File: config.mk
export PLATFORM = sky130hd
export DESIGN_NAME = dma_engine
export DESIGN_NICKNAME = d
export VERILOG_FILES = /design/src/rtl/dma_pkg.sv /design/src/rtl/dma_fifo.sv /design/src/rtl/dma_engine.sv
export SDC_FILE = /design/constraint.sdc
export NUM_CORES = 1
export LEC_CHECK = 0
export BUFFER_PORTS_ARGS = -buffer_cell sky130_fd_sc_hd__buf_2
export CORE_MARGIN = 5
export CORE_UTILIZATION = 45
export CTS_CLUSTER_DIAMETER = 150
export DETAILED_ROUTE_END_ITERATION = 7
export GPL_TIMING_DRIVEN = 1
export PLACE_DENSITY = 0.66
export SLEW_MARGIN = 10
export SYNTH_ARGS = -nofsm -noshare
export SYNTH_HDL_FRONTEND = slang
export SYNTH_SLANG_ARGS = --single-unit
File: constraint.sdc
create_clock -name clk -period 3.3 [get_ports clk]
set_input_delay 0.66 -clock clk [delete_from_list [all_inputs] [get_ports clk]]
set_output_delay 0.66 -clock clk [all_outputs]
set_load 0.05 [all_outputs]
File: src/rtl/dma_pkg.sv
// rtl/dma_pkg.sv - shared state encoding and default sizing for the DMA engine
//
// Holds the engine state enum and the default data width, address width and
// staging-buffer depth used as parameter defaults by dma_engine and dma_fifo.

package dma_pkg;

    localparam int DEF_DATA_W     = 32;
    localparam int DEF_ADDR_W     = 8;
    localparam int DEF_FIFO_DEPTH = 4;

    typedef enum logic [1:0] {
        IDLE   = 2'd0,
        ACTIVE = 2'd1,
        DONE   = 2'd2
    } dma_state_t;

endpackage

File: src/rtl/dma_fifo.sv
// rtl/dma_fifo.sv - synchronous staging FIFO between the I/O side and the memory bus
//
// Ports:
//   clk       rising-edge clock
//   reset     asynchronous active-low reset; empties the FIFO
//   push      write push_data into the tail (ignored when full)
//   push_data word to write
//   pop       drop the head word (ignored when empty)
//   full      no free entry
//   empty     no stored entry
//   head      oldest stored word (stale when empty)

module dma_fifo import dma_pkg::*; #(
    parameter int DATA_W = DEF_DATA_W,
    parameter int DEPTH  = DEF_FIFO_DEPTH
) (
    input  logic              clk,
    input  logic              reset,
    input  logic              push,
    input  logic [DATA_W-1:0] push_data,
    input  logic              pop,
    output logic              full,
    output logic              empty,
    output logic [DATA_W-1:0] head
);

    localparam int PTR_W = $clog2(DEPTH);

    logic [DATA_W-1:0] mem [DEPTH];
    // One extra pointer bit distinguishes full from empty when the indices match.
    logic [PTR_W:0]    wr_ptr;
    logic [PTR_W:0]    rd_ptr;
    logic              do_push;
    logic              do_pop;

    assign empty   = (wr_ptr == rd_ptr);
    assign full    = (wr_ptr[PTR_W] != rd_ptr[PTR_W]) &&
                     (wr_ptr[PTR_W-1:0] == rd_ptr[PTR_W-1:0]);
    assign do_push = push && !full;
    assign do_pop  = pop && !empty;
    assign head    = mem[rd_ptr[PTR_W-1:0]];

    always_ff @(posedge clk or negedge reset) begin
        if (!reset) begin
            wr_ptr <= '0;
            rd_ptr <= '0;
        end else begin
            if (do_push) begin
                wr_ptr <= wr_ptr + (PTR_W+1)'(1);
            end
            if (do_pop) begin
                rd_ptr <= rd_ptr + (PTR_W+1)'(1);
            end
        end
    end

    // Storage needs no reset: emptiness is defined by the pointers alone.
    always_ff @(posedge clk) begin
        if (do_push) begin
            mem[wr_ptr[PTR_W-1:0]] <= push_data;
        end
    end

endmodule

File: src/rtl/dma_engine.sv
// rtl/dma_engine.sv - single-channel I/O-to-memory DMA engine with bus request/grant
//
// Optional feature macro: DMA_ENGINE_IRQ_EN adds a sticky completion interrupt.
//
// Ports:
//   clk           rising-edge clock
//   reset         asynchronous active-low reset; aborts any transfer
//   cfg_start     one-cycle start pulse (ignored while busy)
//   cfg_dst_addr  first destination address
//   cfg_len       number of words to move (0 gives an immediate done pulse)
//   io_valid      source word available
//   io_data       source word
//   io_ready      engine accepts io_data this cycle
//   bus_req       request for the memory bus (buffered data waiting)
//   bus_grant     CPU yields the bus
//   mem_we        memory write strobe (bus_req && bus_grant)
//   mem_addr      current destination address
//   mem_wdata     write data, zero outside a write
//   busy          transfer in progress
//   done          one-cycle completion pulse
//   irq           (DMA_ENGINE_IRQ_EN) set on done, held until irq_clr
//   irq_clr       (DMA_ENGINE_IRQ_EN) clears irq; a coincident done wins

module dma_engine import dma_pkg::*; #(
    parameter int DATA_W     = DEF_DATA_W,
    parameter int ADDR_W     = DEF_ADDR_W,
    parameter int FIFO_DEPTH = DEF_FIFO_DEPTH
) (
    input  logic              clk,
    input  logic              reset,
    input  logic              cfg_start,
    input  logic [ADDR_W-1:0] cfg_dst_addr,
    input  logic [ADDR_W-1:0] cfg_len,
    input  logic              io_valid,
    input  logic [DATA_W-1:0] io_data,
    output logic              io_ready,
    output logic              bus_req,
    input  logic              bus_grant,
    output logic              mem_we,
    output logic [ADDR_W-1:0] mem_addr,
    output logic [DATA_W-1:0] mem_wdata,
    output logic              busy,
    output logic              done
`ifdef DMA_ENGINE_IRQ_EN
    ,
    output logic              irq,
    input  logic              irq_clr
`endif
);

    dma_state_t        state;
    dma_state_t        state_nxt;
    logic [ADDR_W-1:0] cur_addr;
    logic [ADDR_W-1:0] rx_cnt;
    logic [ADDR_W-1:0] wr_cnt;
    logic              zero_done;
    logic              start_ok;
    logic              start_zero;
    logic              push;
    logic              pop;
    logic              fifo_full;
    logic              fifo_empty;
    logic [DATA_W-1:0] fifo_head;

    assign start_ok   = (state == IDLE) && cfg_start && (cfg_len != '0);
    assign start_zero = (state == IDLE) && cfg_start && (cfg_len == '0);

    always_comb begin
        state_nxt = state;
        io_ready  = 1'b0;
        bus_req   = 1'b0;
        busy      = 1'b0;
        case (state)
            IDLE: begin
                if (start_ok) begin
                    state_nxt = ACTIVE;
                end
            end
            ACTIVE: begin
                busy     = 1'b1;
                io_ready = (rx_cnt != '0) && !fifo_full;
                bus_req  = !fifo_empty;
                if (bus_req && bus_grant && (wr_cnt == ADDR_W'(1))) begin
                    state_nxt = DONE;
                end
            end
            DONE: begin
                busy      = 1'b1;
                state_nxt = IDLE;
            end
            default: begin
                state_nxt = IDLE;
            end
        endcase
    end

    // Writes happen in the grant cycle itself; a grant with no request is inert
    // because bus_req gates the strobe.
    assign push      = io_valid && io_ready;
    assign mem_we    = bus_req && bus_grant;
    assign pop       = mem_we;
    assign mem_addr  = cur_addr;
    assign mem_wdata = mem_we ? fifo_head : '0;
    // A zero-length start never leaves IDLE, so its pulse comes from a flag.
    assign done      = (state == DONE) || zero_done;

    always_ff @(posedge clk or negedge reset) begin
        if (!reset) begin
            state     <= IDLE;
            cur_addr  <= '0;
            rx_cnt    <= '0;
            wr_cnt    <= '0;
            zero_done <= 1'b0;
        end else begin
            state     <= state_nxt;
            zero_done <= start_zero;
            if (start_ok) begin
                cur_addr <= cfg_dst_addr;
                rx_cnt   <= cfg_len;
                wr_cnt   <= cfg_len;
            end else begin
                if (push) begin
                    rx_cnt <= rx_cnt - ADDR_W'(1);
                end
                if (pop) begin
                    cur_addr <= cur_addr + ADDR_W'(1);
                    wr_cnt   <= wr_cnt - ADDR_W'(1);
                end
            end
        end
    end

    dma_fifo #(
        .DATA_W (DATA_W),
        .DEPTH  (FIFO_DEPTH)
    ) u_fifo (
        .clk       (clk),
        .reset     (reset),
        .push      (push),
        .push_data (io_data),
        .pop       (pop),
        .full      (fifo_full),
        .empty     (fifo_empty),
        .head      (fifo_head)
    );

`ifdef DMA_ENGINE_IRQ_EN
    always_ff @(posedge clk or negedge reset) begin
        if (!reset) begin
            irq <= 1'b0;
        end else if (done) begin
            irq <= 1'b1;
        end else if (irq_clr) begin
            irq <= 1'b0;
        end
    end
`endif

endmodule

---- After elaboration in Yosys (flattened, before gate mapping) ----
Memory sizes are Yosys's and may differ from the RTL's.
Index checks and enable logic that the tools add are counted.
storage, ports and cells
  register bits ........................... 33
  memory bits (writable) .................. 128
  input port bits ......................... 53
  output and inout bits ................... 45
  word-level logic and storage cells ...... 58
  memories ................................ 1
cells by class
  add/sub/neg operators ................... 5
  equal/unequal tests ..................... 8
  multiplexer cells ....................... 15
  reduce and logical (&&, ||, !) cells .... 22
memory list
  name        depth  width  rd ports  clocked after Yosys merged registers in  wr ports  line            source
  u_fifo.mem  4      32     1         0                                        1         dma_fifo.sv:29  logic [DATA_W-1:0] mem [DEPTH];
operators by type and width
  cell                   number
  $mux W8                6
  $mux W32               1
  $reduce_bool A8 Y1     2
  $sub A8 B1 Y8 const B  2
  $logic_and A1 B1 Y1    11
  $add A8 B1 Y8 const B  1
  $eq A8 B1 Y1 const B   1
  $logic_not A8 Y1       1
  $add A3 B1 Y3 const B  2
  $mux W1                5
  $mux W2                2
  $ne A2 B2 Y1 const B   2
  $pmux W2 S2            1
  $reduce_bool A2 Y1     2
  $eq A3 B3 Y1           1
  $eq A2 B1 Y1 const B   1
  $eq A2 B2 Y1           1
  $eq A2 B2 Y1 const B   1
  $logic_not A1 Y1       2
  $logic_not A2 Y1       1
  $reduce_and A2 Y1      1
  $reduce_or A2 Y1       1
  $logic_or A1 B1 Y1     1
  $ne A1 B1 Y1           1

---- Logic depth before layout (Yosys ltp) ----
  depth after elaboration ................. 9
  mapped depth ............................ 8
  mapped depth without buffers ............ 7

---- Modules after synthesis ----
A second synthesis with hierarchy kept.
unflattened totals
  cells, all modules ...................... 425
  area, all modules ....................... 7,035.5 µm²
by module, submodules not included
  module      times used  cells an instance  area each (µm²)  seq. area each (µm²)
  dma_fifo    1           216                5,136.2          3,993.8
  dma_engine  1           209                1,899.3          675.6

---- Least setup slack after synthesis ----
OpenSTA, ideal clock, no wires.
  path kind ............................... register -> output
  start ................................... register state[1]
  end ..................................... output port mem_wdata[23]
  arrival ................................. 2.232 ns
  data required time ...................... 2.640 ns
  path slack .............................. 0.408 ns
  stages on the path, launching flop included .. 8
  buffers on the path ..................... 1
  cell sequence ........................... dfrtp_1 inv_1 ha_1 and2_1 o31ai_2 inv_1 clkbuf_1 and2_1
on the way
  word-level cells in the longest chain between the ends .. 4
RTL lines
  what                      line               source
  start: declaration        dma_engine.sv:51   dma_state_t state;
  start signal: assignment  dma_engine.sv:115  state <= state_nxt;
  $eq A2 B1 Y1              dma_engine.sv:73   case (state)
  $mux W1                   dma_engine.sv:73
  $logic_and A1 B1 Y1       dma_engine.sv:100  assign mem_we = bus_req && bus_grant;
  named net mem_we          dma_engine.sv:39   output logic mem_we,
  $mux W32                  dma_engine.sv:103  assign mem_wdata = mem_we ? fifo_head : '0;
  end: declaration          dma_engine.sv:41   output logic [DATA_W-1:0] mem_wdata,
The timed path passes the listed nets, and every way through them passes these cells.

---- Worst setup path after layout ----
  start ................................... register u_fifo.rd_ptr[0]
  end ..................................... output port mem_wdata[5]
on the way
  word-level cells in the longest chain between the ends .. 5
  elaborated cells between the ends (all ways) .. 6
  those cells by class .................... 1 x eq/ne; 2 x mux; 2 x reduce/logical; 1 x memory
RTL lines
  what                      line               source
  start: declaration        dma_fifo.sv:32     logic [PTR_W:0] rd_ptr;
  start signal: assignment  dma_fifo.sv:52     rd_ptr <= rd_ptr + (PTR_W+1)'(1);
  $eq A3 B3 Y1              dma_fifo.sv:36     assign empty = (wr_ptr == rd_ptr);
  $logic_not A1 Y1          dma_engine.sv:82   bus_req = !fifo_empty;
  $mux W1                   dma_engine.sv:73
  $logic_and A1 B1 Y1       dma_engine.sv:100
  $mux W32 *                dma_engine.sv:103
Every way passes the cells marked *; elsewhere a longest branch is shown, timed or not.

==> flow_summary.html <==
<table>
<tr><th>Metric</th><th>Value</th></tr>
<tr><th colspan="2">Run status</th></tr>
<tr><td>Run status</td><td>finished, final reports clean</td></tr>
<tr><th colspan="2">Worst setup path</th></tr>
<tr><td>Critical path peak fanout</td><td>35</td></tr>
<tr><td>Class of the most critical setup path</td><td>reg2out</td></tr>
<tr><td>Cell-by-cell trace of the critical path</td><td>buf_4 -&gt; mux4_2 -&gt; and2_1 -&gt; buf_2</td></tr>
<tr><td>Data arrival time at the worst-slack endpoint</td><td>2.37 ns</td></tr>
<tr><td>Number of buffers and inverters on the critical path</td><td>2</td></tr>
<tr><td>Slowest library cell on the worst path</td><td>mux4_2</td></tr>
<tr><td>Worst endpoint required time</td><td>2.64 ns</td></tr>
<tr><td>Critical path endpoint category</td><td>output port</td></tr>
<tr><td>Max incr delay on CP</td><td>about 0.6 ns</td></tr>
<tr><td>Startpoint kind of the worst setup timing path</td><td>register</td></tr>
<tr><td>Critical path's top delay family</td><td>buffers and inverters</td></tr>
<tr><th colspan="2">Power and ir drop</th></tr>
<tr><td>Leakage component of the power</td><td>~3.1 nW</td></tr>
<tr><td>Net Sw Frac</td><td>38.4%</td></tr>
<tr><td>Part of the power in registers</td><td>37.2%</td></tr>
<tr><td>Power share of the clock group</td><td>25.6%</td></tr>
<tr><td>Int Power</td><td>4.69 mW</td></tr>
<tr><td>Switch Pwr</td><td>2.93 mW</td></tr>
<tr><td>Worst IR Drop VDD</td><td>0.631 mV</td></tr>
<tr><td>Proportion of power drawn by combinational gates</td><td>37.2%</td></tr>
<tr><td>Pwr Density</td><td>920 nW/um^2</td></tr>
<tr><th colspan="2">Final layout</th></tr>
<tr><td>Post-route standard cell area excluding fillers</td><td>8280 sq um</td></tr>
<tr><td>Antenna diodes</td><td>0</td></tr>
<tr><td>Area growth from synthesis to layout</td><td>19.0%</td></tr>
<tr><td>Number of inserted filler cells in the final layout</td><td>1249</td></tr>
<tr><td>Count of nets after finishing</td><td>605</td></tr>
<tr><td>Layout cell share with drive strength beyond 1</td><td>34.5%</td></tr>
<tr><td>Core Util, Final</td><td>around 54%</td></tr>
<tr><th colspan="2">Clock network</th></tr>
<tr><td>PostCTS Resize Cnt</td><td>0</td></tr>
<tr><td>CTS tree</td><td>yes</td></tr>
<tr><td>Insertion delay of the later-clocked pin in the worst-skew pair</td><td>0.42 ns</td></tr>
<tr><td>Maximum buffer depth of the clock tree</td><td>2</td></tr>
<tr><td>Inserted Clock Buffers</td><td>17</td></tr>
<tr><td>Num Clock Sinks</td><td>161</td></tr>
<tr><td>H-Tree Depth</td><td>4</td></tr>
<tr><td>Number of buffers added to fix hold violations after cts</td><td>0</td></tr>
<tr><td>CTS clock-pin slew for the worst setup and hold paths</td><td>approximately 0.070 ns</td></tr>
<tr><td>Root Buffer Master</td><td>clkbuf_16</td></tr>
<tr><td>Buffers inserted during post-CTS setup optimization</td><td>0</td></tr>
<tr><th colspan="2">Floorplanning</th></tr>
<tr><td>Num rows</td><td>45</td></tr>
<tr><td>Initial cell density of the core</td><td>between 40 and 50%</td></tr>
<tr><td>Number of top-level design ports</td><td>98</td></tr>
<tr><td>Die extent in x</td><td>134 um</td></tr>
<tr><td>Area inside the core boundary</td><td>15200 sq um</td></tr>
<tr><td>Area enclosed by the die boundary</td><td>18000 sq um</td></tr>
<tr><td>Die outline height</td><td>134 um</td></tr>
<tr><th colspan="2">Routing</th></tr>
<tr><td>Initial DRT Pass Iterations</td><td>6</td></tr>
<tr><td>Vias</td><td>4120</td></tr>
<tr><td>Final Routed Wirelength</td><td>14000 um</td></tr>
<tr><td>Mean routed wirelength per cell</td><td>19.0 um</td></tr>
<tr><td>1st-iter DRT viols</td><td>~230</td></tr>
<tr><td>Total DRC errors in the routed layout</td><td>0</td></tr>
<tr><td>Number of routed nets with antenna violations</td><td>0</td></tr>
<tr><td>Number of vias per cell</td><td>5.58</td></tr>
<tr><th colspan="2">Synth</th></tr>
<tr><td>Sequential share of the synthesized area</td><td>67.1%</td></tr>
<tr><td>Number of flops mapped to enable cells by yosys</td><td>128</td></tr>
<tr><td>Main synth FF type</td><td>edfxtp_1</td></tr>
<tr><td>Mean area per synthesized cell</td><td>16.2 sq um</td></tr>
<tr><td>Count of distinct cell types in the synthesized netlist</td><td>48</td></tr>
<tr><td>Synthesis Warnings</td><td>0</td></tr>
<tr><td>Total standard cell area after synthesis</td><td>6950 sq um</td></tr>
<tr><td>Cell count after synthesis</td><td>430</td></tr>
<tr><td>Post-synth ARST share</td><td>between 20% and 30%</td></tr>
<tr><td>Cells taking the most area after synthesis</td><td>edfxtp_1 (55%), dfrtp_1 (12%), mux4_2 (10%), and2_1 (3.4%), ha_1 (2.7%)</td></tr>
<tr><td>Yosys top cell area share</td><td>55.3%</td></tr>
<tr><td>Flop and latch count out of synthesis</td><td>161</td></tr>
<tr><td>Net count after synthesis</td><td>498</td></tr>
<tr><td>Cell type with the largest total area after synthesis</td><td>edfxtp_1</td></tr>
<tr><th colspan="2">STA</th></tr>
<tr><td>Peak Freq</td><td>0.330 GHz</td></tr>
<tr><td>Final-report hold violation count</td><td>0</td></tr>
<tr><td>Min Hold Slack</td><td>between 0.3 and 0.4 ns</td></tr>
<tr><td>Final critical-path required period</td><td>a little over 3 ns</td></tr>
<tr><td>Final Max Slew Viols</td><td>0</td></tr>
<tr><td>Unrepaired setup endpoints after global routing</td><td>false</td></tr>
<tr><td>Worst Skew</td><td>0.00984 ns</td></tr>
<tr><td>Relative slew slack</td><td>between 30% and 40%</td></tr>
<tr><td>Final Setup Violations</td><td>0</td></tr>
<tr><td>Share of the cycle needed by the critical path after routing</td><td>91.7%</td></tr>
<tr><td>Slew of the pin with the lowest slew margin</td><td>0.917 ns</td></tr>
<tr><td>Setup_tns</td><td>0 ns</td></tr>
<tr><th colspan="2">Global routing</th></tr>
<tr><td>Via count of the first global-routing pass</td><td>between 4000 and 5000</td></tr>
<tr><td>Initial antenna violation count</td><td>1</td></tr>
<tr><td>Total global routing track utilization</td><td>16.3%</td></tr>
<tr><td>Largest net degree at the start of global routing</td><td>36</td></tr>
<tr><td>Gr ovfl total</td><td>0</td></tr>
<tr><td>Wire length of the first global-routing pass</td><td>~22000 um</td></tr>
<tr><th colspan="2">Placement</th></tr>
<tr><td>Cell Area, Placed</td><td>7680 sq um</td></tr>
<tr><td>Detailed placement HPWL</td><td>just under 9000 um</td></tr>
<tr><td>Port Buffers</td><td>97</td></tr>
<tr><td>Final estimated routing congestion in global placement</td><td>0.723</td></tr>
<tr><th colspan="2">Worst hold path</th></tr>
<tr><td>HP Class</td><td>in2async</td></tr>
<tr><th colspan="2">Job</th></tr>
<tr><td>Count of maximum capacitance violations</td><td>0</td></tr>
</table>
## layout make-up
type                            count  area (sq um)  share of cell area (%)
Clock buffer                       18           429                    5.19
Clock inverter                     14           166                    2.01
Tap cell                          188           235                    2.84
Inverter                           11          41.3                   0.499
Timing Repair Buffer              108           568                    6.86
Multi-Input combinational cell    238          2160                    26.1
Sequential cell                   161          4670                    56.5
## Yosys cell counts, types with 2 or more instances
| cell | n |
|---|---|
| inv_1 | 11 |
| or3_1 | 6 |
| nand2_1 | 22 |
| mux2_2 | 3 |
| buf_2 | 8 |
| a31oi_1 | 12 |
| nand2b_1 | 2 |
| and2_1 | 38 |
| o311a_1 | 2 |
| clkbuf_1 | 12 |
| a21oi_1 | 3 |
| dfrtp_1 | 33 |
| edfxtp_1 | 128 |
| ha_1 | 15 |
| o311ai_0 | 4 |
| nand3_1 | 13 |
| or2_2 | 2 |
| xor2_2 | 3 |
| o211ai_1 | 5 |
| xnor2_1 | 9 |
| nor2_1 | 13 |
| o31ai_1 | 7 |
| nor3_1 | 6 |
| or4_4 | 2 |
| o21ai_0 | 6 |
| or4_1 | 10 |
| nor4_1 | 3 |
| mux4_2 | 32 |
## power by group through the flow
stage / clock (mW) / sequential [mW] / combinational [mW]
after floorplan: 0 / 2.97 / 2.04
after global placement: 0 / 2.85 / 2.82
after detailed placement: 0 / 2.87 / 2.87
after CTS: 1.99 / 2.84 / 2.88
after global routing: 2.08 / 2.88 / 3.08
final: 1.95 / 2.84 / 2.83
## placed cells by master, fill, tap and decap left out, types with 4 or more instances in the layout
| cell | Yosys | routed |
|---|---|---|
| edfxtp_1 | 128 | 128 |
| buf_2 | 8 | 97 |
| and2_1 | 38 | 35 |
| mux4_2 | 32 | 32 |
| dfrtp_1 | 33 | 31 |
| nand2_1 | 22 | 22 |
| clkbuf_16 | 0 | 17 |
| ha_1 | 15 | 15 |
| nand3_1 | 13 | 13 |
| nor2_1 | 13 | 13 |
| a31oi_1 | 12 | 12 |
| inv_1 | 11 | 11 |
| buf_4 | 0 | 11 |
| or4_1 | 10 | 10 |
| xnor2_1 | 9 | 9 |
| o31ai_1 | 7 | 7 |
| nor3_1 | 6 | 6 |
| o21ai_0 | 6 | 6 |
| or3_1 | 6 | 6 |
| o211ai_1 | 5 | 5 |
| o311ai_0 | 4 | 4 |
| inv_8 | 0 | 4 |
## metrics by stage
stage                     worst slack (ns)  power, mW  instances
after detailed placement             0.402       5.75        706
after CTS                            0.187       7.71        738
after global routing                0.0813       8.04        738
after global placement               0.614       5.67        706
after floorplan                      0.408       5.01        430
final                                0.273       7.62        738
## layer usage
layer / global-route usage [%] / routed length, um / vias to the layer above
met5: 0 / 13 / -
met2: 27.9 / 7150 / 111
li1: - / - / 1904
met4: 4.92 / 157 / 2
met3: 4.84 / 770 / 12
met1: 19.9 / 5940 / 2091
## state kept, by name, indices dropped and copies added, names as in the netlist
register and count:
u_fifo.rd_ptr 3, u_fifo.mem 128, state 2, wr_cnt 8
zero_done 1, mem_addr 8, u_fifo.wr_ptr 3, rx_cnt 8
## path summary, 6_finish.rpt
path	to	slack [ns]	cells after the start	from
min in group clk	mem_addr[7]	0.44	3	cfg_dst_addr[7]
hold / removal	wr_cnt[7]	0.32	1	reset
max in group asynchronous	u_fifo.rd_ptr[0]	2.45	1	reset
setup / recovery	mem_wdata[5]	0.27	4	u_fifo.rd_ptr[0]
hold reg to reg	state[1]	0.55	1	state[1]
setup reg to reg	u_fifo.mem[0][5]	0.42	6	rx_cnt[0]
## cell families (layout without fill, tap and decap cells)
group                    count (synthesis)  after routing  synth area share (%)
multiplexers                            35             35                  10.8
AO/OA/AOI/OAI                           51             51                  5.45
flip-flops                             161            161                  67.1
XOR/XNOR                                13             13                  1.96
AND/OR/NAND/NOR                        124            124                  10.1
adder cells (fa/ha/maj)                 15             15                  2.70
buffers and inverters                   31            151                  1.82
## worst register-to-register path: cells and delay by family, from the launching register on
family                   cells  cell delay, ns
AO/OA/AOI/OAI                1            0.17
adder cells (fa/ha/maj)      1            0.20
buffers and inverters        1            0.09
flip-flops                   1            0.39
AND/OR/NAND/NOR              3            1.65
No activity file was read; power rests on OpenSTA's default activity.
